File: src/rtl/conv2d_window_scheduler.sv
// conv2d_window_scheduler: walks a 3x3 window over a row-major image,
// assembles image_patch from pixel memory reads and streams datapath results.
// Ports: clk/rst, start+img_width/img_height config, busy/done/cfg_err status,
//   rd_en/rd_addr/rd_data pixel memory, patch to datapath, conv_result from
//   datapath, out_valid/out_ready/out_data/out_row/out_col result stream.
package conv2d_pkg;
   localparam int DATA_WIDTH   = 8;
   localparam int FILTER_SIZE  = 3;
   localparam int RESULT_WIDTH = 2 * DATA_WIDTH + 4;
endpackage

module conv2d_window_scheduler
   import conv2d_pkg::*;
#(
   parameter int DIM_WIDTH  = 8,
   parameter int ADDR_WIDTH = 16
) (
   input  logic                    clk,
   input  logic                    rst,
   input  logic                    start,
   input  logic [DIM_WIDTH-1:0]    img_width,
   input  logic [DIM_WIDTH-1:0]    img_height,
   output logic                    busy,
   output logic                    done,
   output logic                    cfg_err,
   output logic                    rd_en,
   output logic [ADDR_WIDTH-1:0]   rd_addr,
   input  logic [DATA_WIDTH-1:0]   rd_data,
   output logic [FILTER_SIZE-1:0][FILTER_SIZE-1:0][DATA_WIDTH-1:0] patch,
   input  logic [RESULT_WIDTH:0]   conv_result,
   output logic                    out_valid,
   input  logic                    out_ready,
   output logic [RESULT_WIDTH:0]   out_data,
   output logic [DIM_WIDTH-1:0]    out_row,
   output logic [DIM_WIDTH-1:0]    out_col
);

   typedef enum logic [2:0] {
      S_IDLE,
      S_FILL,
      S_SHIFT,
      S_COMPUTE,
      S_OUT,
      S_DONE
   } state_t;

   state_t                state;
   logic [DIM_WIDTH-1:0]  w_q;
   logic [DIM_WIDTH-1:0]  h_q;
   logic [DIM_WIDTH-1:0]  r_q;
   logic [DIM_WIDTH-1:0]  c_q;
   logic [ADDR_WIDTH-1:0] row_base;
   logic [ADDR_WIDTH-1:0] w_a;
   logic [1:0]            ri;
   logic [1:0]            rj;
   logic [1:0]            ni;
   logic [1:0]            nj;
   logic                  rd_last;
   logic                  wr_vld;
   logic [1:0]            wr_i;
   logic [1:0]            wr_j;
   logic [63:0]           area;
   logic                  legal;

   assign w_a   = ADDR_WIDTH'(w_q);
   assign area  = 64'(img_width) * 64'(img_height);
   assign legal = (img_width >= DIM_WIDTH'(3)) &&
                  (img_height >= DIM_WIDTH'(3)) &&
                  (area <= (64'd1 << ADDR_WIDTH));

   // Read order: i walks down a column, then j steps right (FILL only;
   // SHIFT stays in column 2 and ends after i=2).
   always_comb begin
      ni = ri + 2'd1;
      nj = rj;
      if (ri == 2'd2) begin
         ni = 2'd0;
         nj = rj + 2'd1;
      end
      rd_last = (ri == 2'd2) && ((state == S_SHIFT) || (rj == 2'd2));
   end

   // (base + i*W + col) built from adds and a shift only.
   function automatic logic [ADDR_WIDTH-1:0] pix_addr(
      input logic [ADDR_WIDTH-1:0] base,
      input logic [ADDR_WIDTH-1:0] w,
      input logic [1:0]            i,
      input logic [DIM_WIDTH-1:0]  col
   );
      logic [ADDR_WIDTH-1:0] off;
      off = '0;
      if (i == 2'd1) off = w;
      if (i == 2'd2) off = w << 1;
      return base + off + ADDR_WIDTH'(col);
   endfunction

   always_ff @(posedge clk) begin
      if (rst) begin
         state     <= S_IDLE;
         w_q       <= '0;
         h_q       <= '0;
         r_q       <= '0;
         c_q       <= '0;
         row_base  <= '0;
         ri        <= '0;
         rj        <= '0;
         wr_vld    <= 1'b0;
         wr_i      <= '0;
         wr_j      <= '0;
         busy      <= 1'b0;
         done      <= 1'b0;
         cfg_err   <= 1'b0;
         rd_en     <= 1'b0;
         rd_addr   <= '0;
         patch     <= '0;
         out_valid <= 1'b0;
         out_data  <= '0;
         out_row   <= '0;
         out_col   <= '0;
      end else begin
         done    <= 1'b0;
         cfg_err <= 1'b0;
         // Returning read data lands one cycle after its strobe.
         wr_vld  <= rd_en;
         wr_i    <= ri;
         wr_j    <= rj;
         if (wr_vld) patch[wr_i][wr_j] <= rd_data;
         unique case (state)
            S_IDLE: begin
               if (start && legal) begin
                  w_q      <= img_width;
                  h_q      <= img_height;
                  r_q      <= '0;
                  c_q      <= '0;
                  row_base <= '0;
                  ri       <= '0;
                  rj       <= '0;
                  rd_addr  <= '0;
                  rd_en    <= 1'b1;
                  busy     <= 1'b1;
                  state    <= S_FILL;
               end else if (start) begin
                  cfg_err <= 1'b1;
               end
            end
            S_FILL, S_SHIFT: begin
               if (rd_en) begin
                  if (rd_last) begin
                     rd_en <= 1'b0;
                  end else begin
                     ri      <= ni;
                     rj      <= nj;
                     rd_addr <= pix_addr(row_base, w_a, ni,
                                         c_q + DIM_WIDTH'(nj));
                  end
               end else begin
                  state <= S_COMPUTE;
               end
            end
            S_COMPUTE: begin
               out_data  <= conv_result;
               out_row   <= r_q;
               out_col   <= c_q;
               out_valid <= 1'b1;
               state     <= S_OUT;
            end
            S_OUT: begin
               if (out_ready) begin
                  out_valid <= 1'b0;
                  if (c_q < w_q - DIM_WIDTH'(3)) begin
                     // Slide right: keep two columns, fetch the new third.
                     for (int i = 0; i < FILTER_SIZE; i++) begin
                        patch[i][0] <= patch[i][1];
                        patch[i][1] <= patch[i][2];
                     end
                     c_q     <= c_q + DIM_WIDTH'(1);
                     ri      <= 2'd0;
                     rj      <= 2'd2;
                     rd_addr <= pix_addr(row_base, w_a, 2'd0,
                                         c_q + DIM_WIDTH'(3));
                     rd_en   <= 1'b1;
                     state   <= S_SHIFT;
                  end else if (r_q < h_q - DIM_WIDTH'(3)) begin
                     r_q      <= r_q + DIM_WIDTH'(1);
                     c_q      <= '0;
                     row_base <= row_base + w_a;
                     rd_addr  <= row_base + w_a;
                     ri       <= 2'd0;
                     rj       <= 2'd0;
                     rd_en    <= 1'b1;
                     state    <= S_FILL;
                  end else begin
                     done  <= 1'b1;
                     state <= S_DONE;
                  end
               end
            end
            S_DONE: begin
               busy  <= 1'b0;
               state <= S_IDLE;
            end
            default: state <= S_IDLE;
         endcase
      end
   end

endmodule

File: config.mk
export PLATFORM = sky130hd
export DESIGN_NAME = conv2d_window_scheduler
export DESIGN_NICKNAME = d
export VERILOG_FILES = /design/src/rtl/conv2d_window_scheduler.sv
export SDC_FILE = /design/constraint.sdc
export NUM_CORES = 1
export LEC_CHECK = 0
export BUFFER_PORTS_ARGS = -buffer_cell sky130_fd_sc_hd__buf_2
export CAP_MARGIN = 0
export CORE_ASPECT_RATIO = 1.5
export CORE_MARGIN = 3
export CORE_UTILIZATION = 45
export DETAILED_ROUTE_END_ITERATION = 8
export GPL_TIMING_DRIVEN = 0
export HOLD_SLACK_MARGIN = 0.03
export PLACE_DENSITY_LB_ADDON = 0.05
export SLEW_MARGIN = 10
export SYNTH_ARGS = -nofsm -noshare
export SYNTH_HDL_FRONTEND = slang
export SYNTH_SLANG_ARGS = --single-unit
File: constraint.sdc
create_clock -name clk -period 4.5 [get_ports clk]
set_input_delay 0.45 -clock clk [delete_from_list [all_inputs] [get_ports clk]]
set_output_delay 0.45 -clock clk [all_outputs]
set_load 0.01 [all_outputs]
After elaboration in Yosys (flattened, before gate mapping)
Cells that the tools add are included.
- add/subtract/negate cells: 12
- divide/modulo/power cells: 0
- mux-type cells: 72
- reductions and logical operators: 23
- bitwise operators: 3
- eq/ne operators: 17
- $mul: 1
- order comparisons: 9
- shift-type cells: 0
- operator list (cell ; count):
    16-bit two-way mux ; 22
    72-bit bitwise mux ; 1
    8-bit two-way mux ; 9
    64-bit two-way mux ; 1
    16-bit by 8-bit adder with 16-bit output ; 3
    24-bit demux with 2-bit select ; 1
    16-bit case mux with 3 select lines ; 1
    16-bit case mux with 2 select lines ; 1
    8-bit case mux with 2 select lines ; 2
    2-bit two-way mux ; 12
    24-bit two-way mux ; 1
    16-bit by 17-bit <= comparator with 1-bit output (second input constant) ; 1
    16-bit adder ; 1
    8-bit by 1-bit adder with 8-bit output (second input constant) ; 2
    8-bit demux with 2-bit select ; 1
    8-bit by 2-bit >= comparator with 1-bit output (second input constant) ; 2
    8-bit less-than comparator ; 2
    8-bit by 8-bit multiplier with 16-bit output ; 1
    8-bit by 2-bit subtractor with 8-bit output (second input constant) ; 2
    3-bit two-way mux ; 5
    2-bit inequality test (second input constant) ; 7
    2-bit case mux with 3 select lines ; 2
    3-bit case mux with 4 select lines ; 1
    1-bit two-way mux ; 9
    27 further kinds ; 47
- memories: 0
- bits in latches: 0
- input port bits: 49
- word-level logic and storage cells: 166
- output and inout bits: 130
- bits in read-only memories: 0
- memory bits (writable): 0
- flip-flop bits (word level): 190

Logic depth before layout (Yosys ltp)
- depth after elaboration: 14
- gate-level depth with buffers: 18
- depth with buffers taken out: 18

Least setup slack after synthesis
No wires, ideal clock.
- path type: register -> register
- start: reg rj[0]
- end: reg rd_addr[13]
- period minus slack after synthesis: 3.960 ns
- data arrival time: 3.828 ns
- slack: 0.540 ns
- buffers on the path: 0
- stages on the path, launching flop included: 16
- required time: 4.368 ns
- library setup time: 0.132 ns
- path through: dfxtp_1 inv_1 ha_1 o21ai_0 inv_1 fa_1 xor2_1 fa_1 fa_1 nand2b_1 a21oi_1 o2111ai_1 a211oi_1 xor2_1 a221oi_1 nor3_1
- longest elaborated chain between the ends: 7
- elaborated cells on any way between the ends: 12
- classes of those cells: add/sub: 3; eq/ne: 2; mux: 4; reduce/logical: 3
- ends and longest elaborated chain (element ; line ; RTL):
    start: declaration ; 55 ; logic [1:0] rj;
    start signal: assignment ; 152 ; rj <= nj;
    2-bit by 1-bit adder with 2-bit output ; 78 ; nj = rj + 2'd1;
    2-bit two-way mux ; 76 ; if (ri == 2'd2) begin
    8-bit by 2-bit adder with 8-bit output ; 154 ; c_q + DIM_WIDTH'(nj));
    16-bit by 8-bit adder with 16-bit output ; 94 ; return base + off + ADDR_WIDTH'(col);
    16-bit two-way mux ; 148 ; if (rd_last) begin
    16-bit two-way mux ; 147 ; if (rd_en) begin
    16-bit case mux with 3 select lines ; 128 ; unique case (state)
    end signal: assignment ; 153 ; rd_addr <= pix_addr(row_base, w_a, ni,
    end signal: assignment ; 179 ; rd_addr <= pix_addr(row_base, w_a, 2'd0,
    end signal: assignment ; 187 ; rd_addr <= row_base + w_a;
    end: declaration ; 27 ; output logic [ADDR_WIDTH-1:0] rd_addr,
Parallel ways exist; a longest one is shown, timed or not. The select of a mux whose other input is x is not followed.
A chain may end at the register's enable or synchronous reset.

Final worst setup path
- start: reg rj[0]
- end: reg rd_addr[9]
The elaborated chain is that of the path after synthesis.

==> impl.org <==
** Outcome
- Run status :: finished, final reports clean

** Yosys
- Synthesized area divided by synthesized cell count :: 8.31 um2
- Flip-flop and latch count after synthesis :: 190
- Synthesis produced 1,252 cells.
- The number of nets handed over by synthesis was 1,361.
- Post-synth EDFFs :: 0
- Fraction of post-synthesis cell area in the top cell type by area :: between 30% and 40%
- Of the synthesized area, sequential elements account for between 30% and 40%.
- Dominant cells by area after synthesis :: dfxtp_1 (37%), mux2i_1 (8.1%), ha_1 (5.8%)
- Post-synth design cell area :: slightly above 10,000 um2
- In the synthesized netlist the dominant register cell turns out to be dfxtp_1.
- Top cells by count, synth :: dfxtp_1 (190), nor2_1 (157), nand2_1 (147)
- Cell type with the largest total area after synthesis :: dfxtp_1
- The synthesized netlist contains 75 unique library cells.
- Top-count cell post-synth :: dfxtp_1
- Number of synthesis warnings :: 0
- Asr flop ratio synth :: 0%

** Route
- Antenna-violating nets left :: 0
- Routed wire length per instance :: roughly 19 um
- Count of unresolved DRC violations after routing :: 0
- In the routed layout, each cell is associated on average with a via count of around 5.6.
- Routed via count :: 9,660
- After the first detailed-routing iteration, the DRC count stood at 545.
- TritonRoute pass-1 iters :: 5
- After detailed routing, the total wire length is 33,000 um.

** STA
- Slew Viols, Final :: 0
- Summed over all failing endpoints, the final setup total negative slack is 0 ns.
- Number of setup violations in the final report :: 0
- For this run, the top clock speed supported by timing is ~230 MHz.
- The number of hold violations in the final report came to 0.
- Smallest hold slack :: about 0.24 ns
- In the finished design, the share of the clock period the worst path needs comes to 95.3%.
- Min cycle time layout :: 4.29 ns
- Max-slew headroom at the worst pin :: a little under a third
- On the final layout, the worst clock skew is a little over 0.008 ns.
- Tightest Pin Transition :: just over 1 ns

** Cells and area
- At the end of the flow, the number of nets in the layout was between 1,500 and 2,000.
- Area occupied by multi-input gates :: 6150 um2
- The post-route netlist has between 15 and 20% of its cells at a drive strength greater than 1.
- Once layout is complete, the utilization of the core stands at a little over half.
- Number of filler cells placed in the layout :: about 2,200
- From synthesis to final layout, the design area changed by 18.2%.
- Footprint of the flip-flops and latches :: ~3800 um2
- Antenna fix cells :: 0

** Hold path
- Launch instance of the worst min-delay path :: conv_result[1]
- The worst hold path terminates at out_data[1].
- Type of the tightest min-delay check :: in2reg
- Worst hold stages :: 3

** Critical path
- On the critical path, the stage with the largest delay is an instance of fa_1.
- Worst Setup Start Kind :: flop
- STA classifies the critical path endpoint as a flop.
- The endpoint identified for the worst register-to-register timing path is rd_addr[9].
- On the worst path, the slowest cell contributes a delay of roughly 0.57 ns.
- In this run the number of cells on the critical path is 18.
- Cell class contributing the biggest share of worst-path delay :: adder cells
- By instance count, the cell type seen most on the critical path is inv_1.
- At the worst endpoint, the arrival time is ~4.6 ns.
- Type of the worst setup path :: reg2reg
- For the worst flop-to-flop path, the logic depth is 18.
- Maximum fanout encountered on the critical timing path :: 3
- In this run the register-to-register setup slack is ~0.21 ns.
- The critical path goes through inv_1 > ha_1 > o21ai_4 > inv_1 > fa_1 > fa_1 > inv_1 > ha_2 > inv_1 > fa_1 > nand2b_2 > a21oi_4 > buf_4 > o21a_1 > a21oi_1 > xnor2_1 > a22oi_1 > a211oi_1.
- Worst EP required :: between 4 and 5 ns
- Worst reg2reg path startpoint :: rj[0]
- In this run the worst setup path begins at rj[0].
- The number of buffers and inverters on the critical path is 5.

** CTS
- For this design, the sink count on the clock tree is 190.
- Worst-Skew Late Latency :: roughly 0.44 ns
- Clock tree from TritonCTS :: yes
- No sink is reached through more buffers than the 2 on the longest clock path.
- In this run the number of H-tree levels came out at 4.
- Clk pin slew, worst setup/hold paths :: roughly 0.07 ns
- Number of buffers created by CTS :: 17
- The tree is rooted in a clkbuf_16.

** Power and ir drop
- Dividing total power by cell area gives a power density of 425 nW/um2.
- Total power consumption of the routed design :: approximately 5.2 mW
- In this run switching power makes up between 30% and 40% of total power.
- Part of the power in combinational logic :: between 30 and 40%
- Leakage power :: 5.42 nW
- Worst voltage drop across the vdd grid :: between 0.3 and 0.4 mV
- Relative contribution of the clock network to total power :: between 20% and 30%
- Switching power :: roughly 1.9 mW
- Registers are responsible for between 30% and 40% of the overall power.
- Internal power comes to 3.32 mW.

** Placement
- Detailed placer's ending HPWL :: ~26,000 um
- Gpl congestion :: between 0.9 and 1
- Buffers on Ports :: around 170

** Floorplan
- Top-level I/O count :: about 180
- The die is about 130 um wide.
- After floorplanning, the core was sized to cover approximately 23,000 um2.
- The floorplan step set the die height to ~190 um.
- The initialized floorplan defines 67 standard-cell rows.
- The die covers roughly 25,000 um2.
- Effective utilization at floorplan :: a little under half

** Run
- The tool flagged a number of max-cap violations equal to 0.

** GRT
- Pin count of the biggest net entering global routing :: 17
- The total overflow left after global routing is 0.
- GRT Total Usage :: between 20% and 30%
- Antenna violations before repair :: 0
- Number of global-route vias before repair :: 9,019
- The first global-routing pass estimated between 50,000 and 60,000 um of wire.
[stage by stage]
step	std cells	cell area [um2]	setup WS (ns)
2_1_floorplan	1252	10400	0.540
3_3_place_gp	1696	11600	-0.380
3_5_place_dp	1696	11600	-0.478
4_1_cts	1727	12200	0.0212
5_1_grt	1729	12300	-0.00643
6_report	1729	12300	0.210
[registers in the layout, indices dropped and copies added (netlist names), 2 cells and up]
register,flops
patch,72
ri,2
rj,2
out_data,21
out_col,8
state,3
wr_j,2
w_q,8
out_row,8
r_q,8
rd_addr,16
h_q,8
row_base,16
wr_i,2
c_q,8
[metal layers]
layer / global-route usage (%) / vias to the layer above / wire (um)
li1: - / 4751 / -
met1: 30.0 / 4564 / 13200
met2: 47.0 / 283 / 17200
met3: 3.48 / 62 / 1330
met4: 11.5 / 0 / 1300
met5: 0 / - / 0
[power groups by stage]
stage | Sequential [mW] | Combinational [mW] | Clock, mW
floorplan | 2.02 | 1.09 | 0
global placement | 2.01 | 1.64 | 0
detailed placement | 2.01 | 1.66 | 0
CTS | 1.98 | 1.67 | 1.58
global route | 2.00 | 1.87 | 1.62
finish | 1.98 | 1.69 | 1.55
[logic make-up after synthesis]
kind of cell               after synthesis  share of synthesized area (%)
muxes                                   85                           8.19
buffers and inverters                  132                           5.16
adders and majority gates               60                           8.08
and+or+nand+nor                        445                           19.2
xor gates and xnor gates                58                           4.88
AOI/OAI and AO/OA                      282                           17.9
DFF                                    190                           36.6
[worst max path at each step]
stage	slack (ns)	end
6_report	0.21	rd_addr[9]
5_1_grt	-0.006	rd_addr[7]
4_1_cts	0.02	rd_addr[13]
3_5_place_dp	-0.48	rd_addr[11]
3_3_place_gp	-0.38	rd_addr[11]
2_1_floorplan	0.54	rd_addr[13]
[cell usage in the layout (no fill, tap or decap), types with 18 or more instances in the layout]
| cell type | n |
|---|---|
| xnor2_1 | 32 |
| dfxtp_1 | 188 |
| a211oi_1 | 62 |
| nand3_1 | 39 |
| inv_1 | 48 |
| nor2_1 | 157 |
| o21ai_0 | 22 |
| nand2_1 | 147 |
| clkbuf_1 | 47 |
| a21oi_1 | 110 |
| buf_2 | 182 |
| ha_1 | 46 |
| mux2i_1 | 84 |
| xor2_1 | 25 |
| nor3_1 | 18 |
[what timing repair did]
item | in CTS | in global routing
pin swaps | 0 | 6
buffers inserted | 0 | 2
hold buffers | 0 | 0
resized for setup | 8 | 12
setup endpoints to repair | 8 | 8
[worst register-to-register path, cell delays in order, from the launching register on]
cell and delay [ns]:
dfxtp_2 0.36, inv_1 0.06, ha_1 0.32, o21ai_4 0.20
inv_1 0.09, fa_1 0.57, fa_1 0.45, inv_1 0.10
ha_2 0.22, inv_1 0.06, fa_1 0.39, nand2b_2 0.23
a21oi_4 0.24, buf_4 0.16, o21a_1 0.12, a21oi_1 0.07
xnor2_1 0.19, a22oi_1 0.13, a211oi_1 0.26
[cell type report]
| class | instances | share of cell area, % |
|---|---|---|
| multi-input combinational | 930 | 50.1 |
| sequential | 190 | 31.0 |
| timing repair buffer | 170 | 6.96 |
| clock buffer | 21 | 3.91 |
| buffer | 84 | 2.90 |
| tap | 276 | 2.81 |
| inverter | 48 | 1.47 |
| clock inverter | 10 | 0.916 |
Note: power is estimated with default switching activity, not from simulation.
